## src/rtl/bet_pkg.sv

```systemverilog
// bet_pkg: balanced-ternary trit encodings, write FSM states and trit helpers
package bet_pkg;
    localparam logic [1:0] BET_NEG  = 2'b01;
    localparam logic [1:0] BET_ZERO = 2'b11;
    localparam logic [1:0] BET_POS  = 2'b10;
    localparam logic [1:0] BET_INV  = 2'b00;
    localparam int BET_MAX_TRITS = 32;

    typedef enum logic [1:0] {S_IDLE, S_SETUP, S_STROBE, S_HOLD} state_t;

    function automatic logic [1:0] bet_sanitize(input logic [1:0] t);
        return (t == BET_INV) ? BET_ZERO : t;
    endfunction

    // Counts invalid trits among the low n trits of a zero-extended word.
    function automatic logic [7:0] bet_count_inv(input logic [2*BET_MAX_TRITS-1:0] d, input int n);
        logic [7:0] c;
        c = '0;
        for (int i = 0; i < BET_MAX_TRITS; i++)
            if (i < n && d[2*i +: 2] == BET_INV) c = c + 8'd1;
        return c;
    endfunction
endpackage

```

## src/rtl/bet_rr_arb2.sv

```systemverilog
// bet_rr_arb2: two-way round-robin arbiter; pointer moves to the loser on advance
module bet_rr_arb2 (
    input  logic       clk,
    input  logic       rst,
    input  logic [1:0] valid,
    input  logic       advance,
    output logic [1:0] grant,
    output logic       grant_idx
);
    logic ptr_q, ptr_d;

    always_comb begin
        grant     = (valid == 2'b11) ? (ptr_q ? 2'b10 : 2'b01) : valid;
        grant_idx = grant[1];
        ptr_d     = advance ? ~grant_idx : ptr_q;
    end

    always_ff @(posedge clk or posedge rst)
        if (rst) ptr_q <= 1'b0;
        else     ptr_q <= ptr_d;
endmodule

```

## src/rtl/bet_latch_write_ctrl.sv

```systemverilog
// bet_latch_write_ctrl: arbitrated, sanitized write sequencer driving a bank of
// balanced-ternary D latches with registered setup/strobe/hold enables.
module bet_latch_write_ctrl
    import bet_pkg::*;
#(
    parameter int W      = 3,
    parameter int NWORDS = 4,
    parameter int AW     = 2
) (
    input  logic              clk,
    input  logic              rst,
    input  logic              req0_valid,
    input  logic [AW-1:0]     req0_addr,
    input  logic [2*W-1:0]    req0_data,
    output logic              req0_ready,
    input  logic              req1_valid,
    input  logic [AW-1:0]     req1_addr,
    input  logic [2*W-1:0]    req1_data,
    output logic              req1_ready,
    output logic [2*W-1:0]    lat_data,
    output logic [NWORDS-1:0] lat_en,
    output logic              busy,
    output logic              grant_id,
    output logic [7:0]        inv_count,
    input  logic              inv_clr
);
    state_t              state_q, state_d;
    logic [AW-1:0]       addr_q, addr_d;
    logic [2*W-1:0]      lat_data_q, lat_data_d;
    logic [NWORDS-1:0]   lat_en_q, lat_en_d;
    logic                busy_q, busy_d;
    logic                grant_id_q, grant_id_d;
    logic [7:0]          inv_q, inv_d;
    logic [1:0]          grant;
    logic                gidx, accept;
    logic [2*W-1:0]      sel_data, san_data;
    logic [AW-1:0]       sel_addr;
    logic [8:0]          inv_sum;

    bet_rr_arb2 u_arb (
        .clk       (clk),
        .rst       (rst),
        .valid     ({req1_valid, req0_valid} & {2{state_q == S_IDLE}}),
        .advance   (accept),
        .grant     (grant),
        .grant_idx (gidx)
    );

    assign req0_ready = grant[0] & ~rst;
    assign req1_ready = grant[1] & ~rst;
    assign accept     = |grant;
    assign lat_data   = lat_data_q;
    assign lat_en     = lat_en_q;
    assign busy       = busy_q;
    assign grant_id   = grant_id_q;
    assign inv_count  = inv_q;

    always_ff @(posedge clk or posedge rst)
        if (rst) begin
            state_q    <= S_IDLE;
            addr_q     <= '0;
            lat_data_q <= '1;
            lat_en_q   <= '0;
            busy_q     <= 1'b0;
            grant_id_q <= 1'b0;
            inv_q      <= '0;
        end else begin
            state_q    <= state_d;
            addr_q     <= addr_d;
            lat_data_q <= lat_data_d;
            lat_en_q   <= lat_en_d;
            busy_q     <= busy_d;
            grant_id_q <= grant_id_d;
            inv_q      <= inv_d;
        end

    always_comb begin
        state_d = accept ? S_SETUP :
                  (state_q == S_SETUP)  ? S_STROBE :
                  (state_q == S_STROBE) ? S_HOLD : S_IDLE;
    end

    // Outputs are computed from the next state so every latch line is a flop.
    always_comb begin
        sel_data = gidx ? req1_data : req0_data;
        sel_addr = gidx ? req1_addr : req0_addr;
        for (int i = 0; i < W; i++) san_data[2*i +: 2] = bet_sanitize(sel_data[2*i +: 2]);
        inv_sum    = {1'b0, inv_q} + {1'b0, bet_count_inv((2*BET_MAX_TRITS)'(sel_data), W)};
        addr_d     = accept ? sel_addr : addr_q;
        lat_data_d = accept ? san_data : lat_data_q;
        lat_en_d   = (state_d == S_STROBE && 32'(addr_q) < NWORDS) ? (NWORDS'(1) << addr_q) : '0;
        busy_d     = state_d != S_IDLE;
        grant_id_d = accept ? gidx : grant_id_q;
        inv_d      = inv_clr ? '0 : accept ? (inv_sum[8] ? 8'hff : inv_sum[7:0]) : inv_q;
    end
endmodule

```

## config.mk

```make
export PLATFORM = sky130hd
export DESIGN_NAME = bet_latch_write_ctrl
export DESIGN_NICKNAME = d
export VERILOG_FILES = /design/src/rtl/bet_pkg.sv /design/src/rtl/bet_rr_arb2.sv /design/src/rtl/bet_latch_write_ctrl.sv
export SDC_FILE = /design/constraint.sdc
export NUM_CORES = 1
export LEC_CHECK = 0
export ABC_AREA = 1
export CELL_PAD_IN_SITES_DETAIL_PLACEMENT = 2
export CELL_PAD_IN_SITES_GLOBAL_PLACEMENT = 2
export CORE_MARGIN = 1
export CORE_UTILIZATION = 26
export DETAILED_ROUTE_END_ITERATION = 10
export PLACE_DENSITY_LB_ADDON = 0.15
export SYNTH_ARGS = -nofsm -noshare
export SYNTH_HDL_FRONTEND = slang
export SYNTH_SLANG_ARGS = --single-unit
export TNS_END_PERCENT = 100
```

## constraint.sdc

```tcl
create_clock -name clk -period 3.6 [get_ports clk]
set_input_delay 0.72 -clock clk [delete_from_list [all_inputs] [get_ports clk]]
set_output_delay 0.72 -clock clk [all_outputs]
set_load 0.05 [all_outputs]
```

==> metrics.txt <==
outcome=finished, final reports clean; cell type contributing the most total cell area after synthesis=sky130_fd_sc_hd__dfrtp_1; number of flops mapped to enable cells by yosys=0; die span in y=78.8 um; count of fill cells added during filler insertion=667; CTS hold repair buffers=0; startpoint of the most critical register-to-register path=state_q[1]; data required time of the worst path=3.77 ns; maximum count of clock buffers along a single path=2; power per cell area=711 mW/mm2; slowest cell on the critical path=sky130_fd_sc_hd__clkdlybuf4s50_1; vias in the first global route=1559; global-route congestion overflow total=0; first-pass GRT wire length=7240 um; Final Critical Period=3.36 ns; setup violators final=0; number of primary I/O pins=43; terminus of the critical flop-to-flop path=inv_count[7]; kind of critical path=in2reg; critical path buffer and inverter count=6; dpl cells=319; cts bufs inserted=3; startpoint of the tightest hold check path=addr_q[0]; number of standard cells in the final layout excluding fillers=324; clock edge transition at the registers on the reported setup and hold paths=0.09 ns; instance count along the most critical hold path=1; Yosys reg bits=25; most numerous cell in the Yosys netlist=sky130_fd_sc_hd__nand2_1; mean post-synth cell area=7.67 um2; depth of the worst register-to-register path=24; diode insertion count for antenna repair=0; predominant post-synthesis flop cell=sky130_fd_sc_hd__dfrtp_1; max-slew violations=0; Vias=1475; part of the Yosys area used for sequential elements=0.413; sink of the worst hold path=lat_en[2]; CTS sink count=25; maximum clock frequency=298 MHz; Layout Skew=0.00136 ns; signal arrival time at the worst endpoint=3.53 ns; Netlist Area Pre-Place=0.00153 mm2; Critical Path Sink Type=register; Final Hold Fails=0; P_leak=0.00106 uW; CTS H-Tree Depth=1; RD Place Congestion=0.683; clock latency of the later-clocked register in the worst-skew pair=0.27 ns; top cell family by delay on the critical path=simple AND/OR/NAND/NOR gates; initial cell density of the core=0.274; Via-to-Cell Ratio=4.55; sort of element at the start of the critical path=input pin; FF-to-FF setup slack=0.51 ns; Synth top cells by count=sky130_fd_sc_hd__nand2_1, sky130_fd_sc_hd__inv_1, sky130_fd_sc_hd__dfrtp_1; number of max-cap violations=0; worst max-slew margin expressed relative to the limit=0.513; proportion of register bits with asynchronous set or reset after synthesis=1.00; clock tree root buffer cell=sky130_fd_sc_hd__clkbuf_8; largest net degree at the start of global routing=19; count of unique library cells instantiated by Yosys=27; wire per inst=13.1 um; share of the clock period used by the worst path after layout=0.932; FP Rows=27; share of layout cells above drive strength 1=0.175; total die area=0.00621 mm2; Die X-Extent=78.8 um; initial antenna violation count=0; Final HPWL DP=3390 um; Routed Antenna Nets=0; Layout Nets=282; top-area cell type share of the netlist area=0.310; top post-synthesis cells by area=sky130_fd_sc_hd__dfrtp_1, sky130_fd_sc_hd__nand2_1, sky130_fd_sc_hd__dfstp_2; number of buffers inserted by port buffering=42; DR pass1 iterations=4; worst-path cell chain=clkdlybuf4s50_1 -> nand2_2 -> clkinv_2 -> nand2_8 -> nand2_1 -> o21ai_1 -> inv_1 -> nor2_4 -> ha_1 -> inv_1 -> nand2_1 -> nand2_1 -> inv_1 -> ha_1 -> fa_1 -> nand2_1 -> nand2_2 -> inv_1 -> nand2_1 -> nand3_1 -> nand2_1 -> nand2_1 -> nand2_1; Post-Synthesis Net Count=229; RSZ-0062 raised after global routing=false; placeable core area=0.00561 mm2; Worst Path Max Fanout=6; Post-CTS Setup Repair Bufs=0; largest stage delay on the critical path=0.42 ns; Syn Inst Count=200; final wirelength=4250 um; Starting DRT DRC Count=42; post-layout power=1520 uW; CTS tree=yes; largest vdd supply drop=327 uV; remaining design rule violation count=0; growth of design area from synthesis to finish=39.7%; most frequent cell on the critical path=sky130_fd_sc_hd__nand2_1; Worst Tran Pin Value=0.730 ns; overall track demand over capacity in global routing=0.150; worst min path class=reg2reg; total number of yosys warnings=0
## state kept, by name, summed over array words and instances, names as in the netlist
signal / cells
addr_q: 2
lat_data: 6
inv_count: 8
u_arb.ptr_q: 1
lat_en: 4
grant_id: 1
busy: 1
state_q: 2
## kinds of logic after synthesis
group | synth area share
adder cells (fa/ha/maj) | 0.0701
flip-flops | 0.413
AO/OA/AOI/OAI | 0.0881
AND/OR/NAND/NOR | 0.325
buffers and inverters | 0.104
## metal layers
layer | vias up | GRT usage | wire length, um
li1 | 720 | - | -
met1 | 721 | 0.177 | 1880
met2 | 30 | 0.281 | 2220
met3 | 4 | 0.0138 | 96
met4 | 0 | 0.0491 | 51
met5 | - | 0 | 0
## stage by stage
stage               utilization  setup slack [ns]  hold slack (ns)  setup TNS (ns)  instance area [um2]
floorplan                     -             0.585            0.432               0                 1530
global placement          0.369            0.0294            0.444               0                 2070
global route              0.382           0.00968            0.498               0                 2140
detailed placement        0.369            -0.120            0.452          -0.567                 2070
finish                    0.382             0.243            0.465               0                 2140
CTS                       0.378             0.152            0.467               0                 2120
## placed cells by master (no fill, tap or decap), types with 2 or more instances in the layout
| master | synthesis | final |
|---|---|---|
| sky130_fd_sc_hd__nand3_1 | 9 | 9 |
| sky130_fd_sc_hd__dfstp_2 | 6 | 6 |
| sky130_fd_sc_hd__o21ai_2 | 5 | 5 |
| sky130_fd_sc_hd__o21ai_0 | 3 | 3 |
| sky130_fd_sc_hd__inv_2 | 4 | 4 |
| sky130_fd_sc_hd__nand2_2 | 5 | 7 |
| sky130_fd_sc_hd__o221ai_1 | 2 | 2 |
| sky130_fd_sc_hd__o21ai_1 | 6 | 6 |
| sky130_fd_sc_hd__buf_4 | 0 | 7 |
| sky130_fd_sc_hd__a21oi_1 | 3 | 3 |
| sky130_fd_sc_hd__inv_1 | 28 | 28 |
| sky130_fd_sc_hd__nor2_1 | 14 | 14 |
| sky130_fd_sc_hd__clkinv_2 | 1 | 2 |
| sky130_fd_sc_hd__clkdlybuf4s50_1 | 0 | 42 |
| sky130_fd_sc_hd__dfrtp_1 | 19 | 19 |
| sky130_fd_sc_hd__nor3_1 | 4 | 4 |
| sky130_fd_sc_hd__nand2_1 | 69 | 67 |
| sky130_fd_sc_hd__clkbuf_8 | 0 | 3 |
| sky130_fd_sc_hd__nand2_4 | 3 | 3 |
| sky130_fd_sc_hd__ha_1 | 7 | 7 |
| sky130_fd_sc_hd__nor2_4 | 3 | 3 |
## worst max path at each step
| stage | depth (start not counted) | slack (ns) | startpoint | to |
|---|---|---|---|---|
| 2_1_floorplan | 23 | 0.59 | req1_valid | inv_count[7] |
| 3_3_place_gp | 22 | 0.03 | req0_valid | inv_count[7] |
| 3_5_place_dp | 23 | -0.12 | req1_valid | inv_count[7] |
| 4_1_cts | 23 | 0.15 | req1_valid | inv_count[7] |
| 5_1_grt | 23 | 0.01 | req1_valid | inv_count[7] |
| 6_report | 23 | 0.24 | req1_valid | inv_count[7] |
## where the power goes
part	switching (uW)	total [uW]	internal [uW]
clock network	98.1	176	77.7
logic	599	899	299
registers	50.5	450	399
total	748	1520	776
## area by class of cell
type | count | area, um2 | area share
multi-input combinational | 140 | 767 | 0.358
sequential | 25 | 633 | 0.295
timing repair buffer | 49 | 473 | 0.221
inverter | 34 | 134 | 0.0625
tap | 72 | 90.1 | 0.0420
clock buffer | 3 | 41.3 | 0.0193
clock inverter | 1 | 5.00 | 0.00234
## repair_timing
item / 4_1_cts / 5_1_grt
endpoints found under the setup margin: 0 / 3
gates resized for setup: 0 / 3
hold endpoints to repair: 0 / 0
Note: power is estimated with default switching activity, not from simulation.
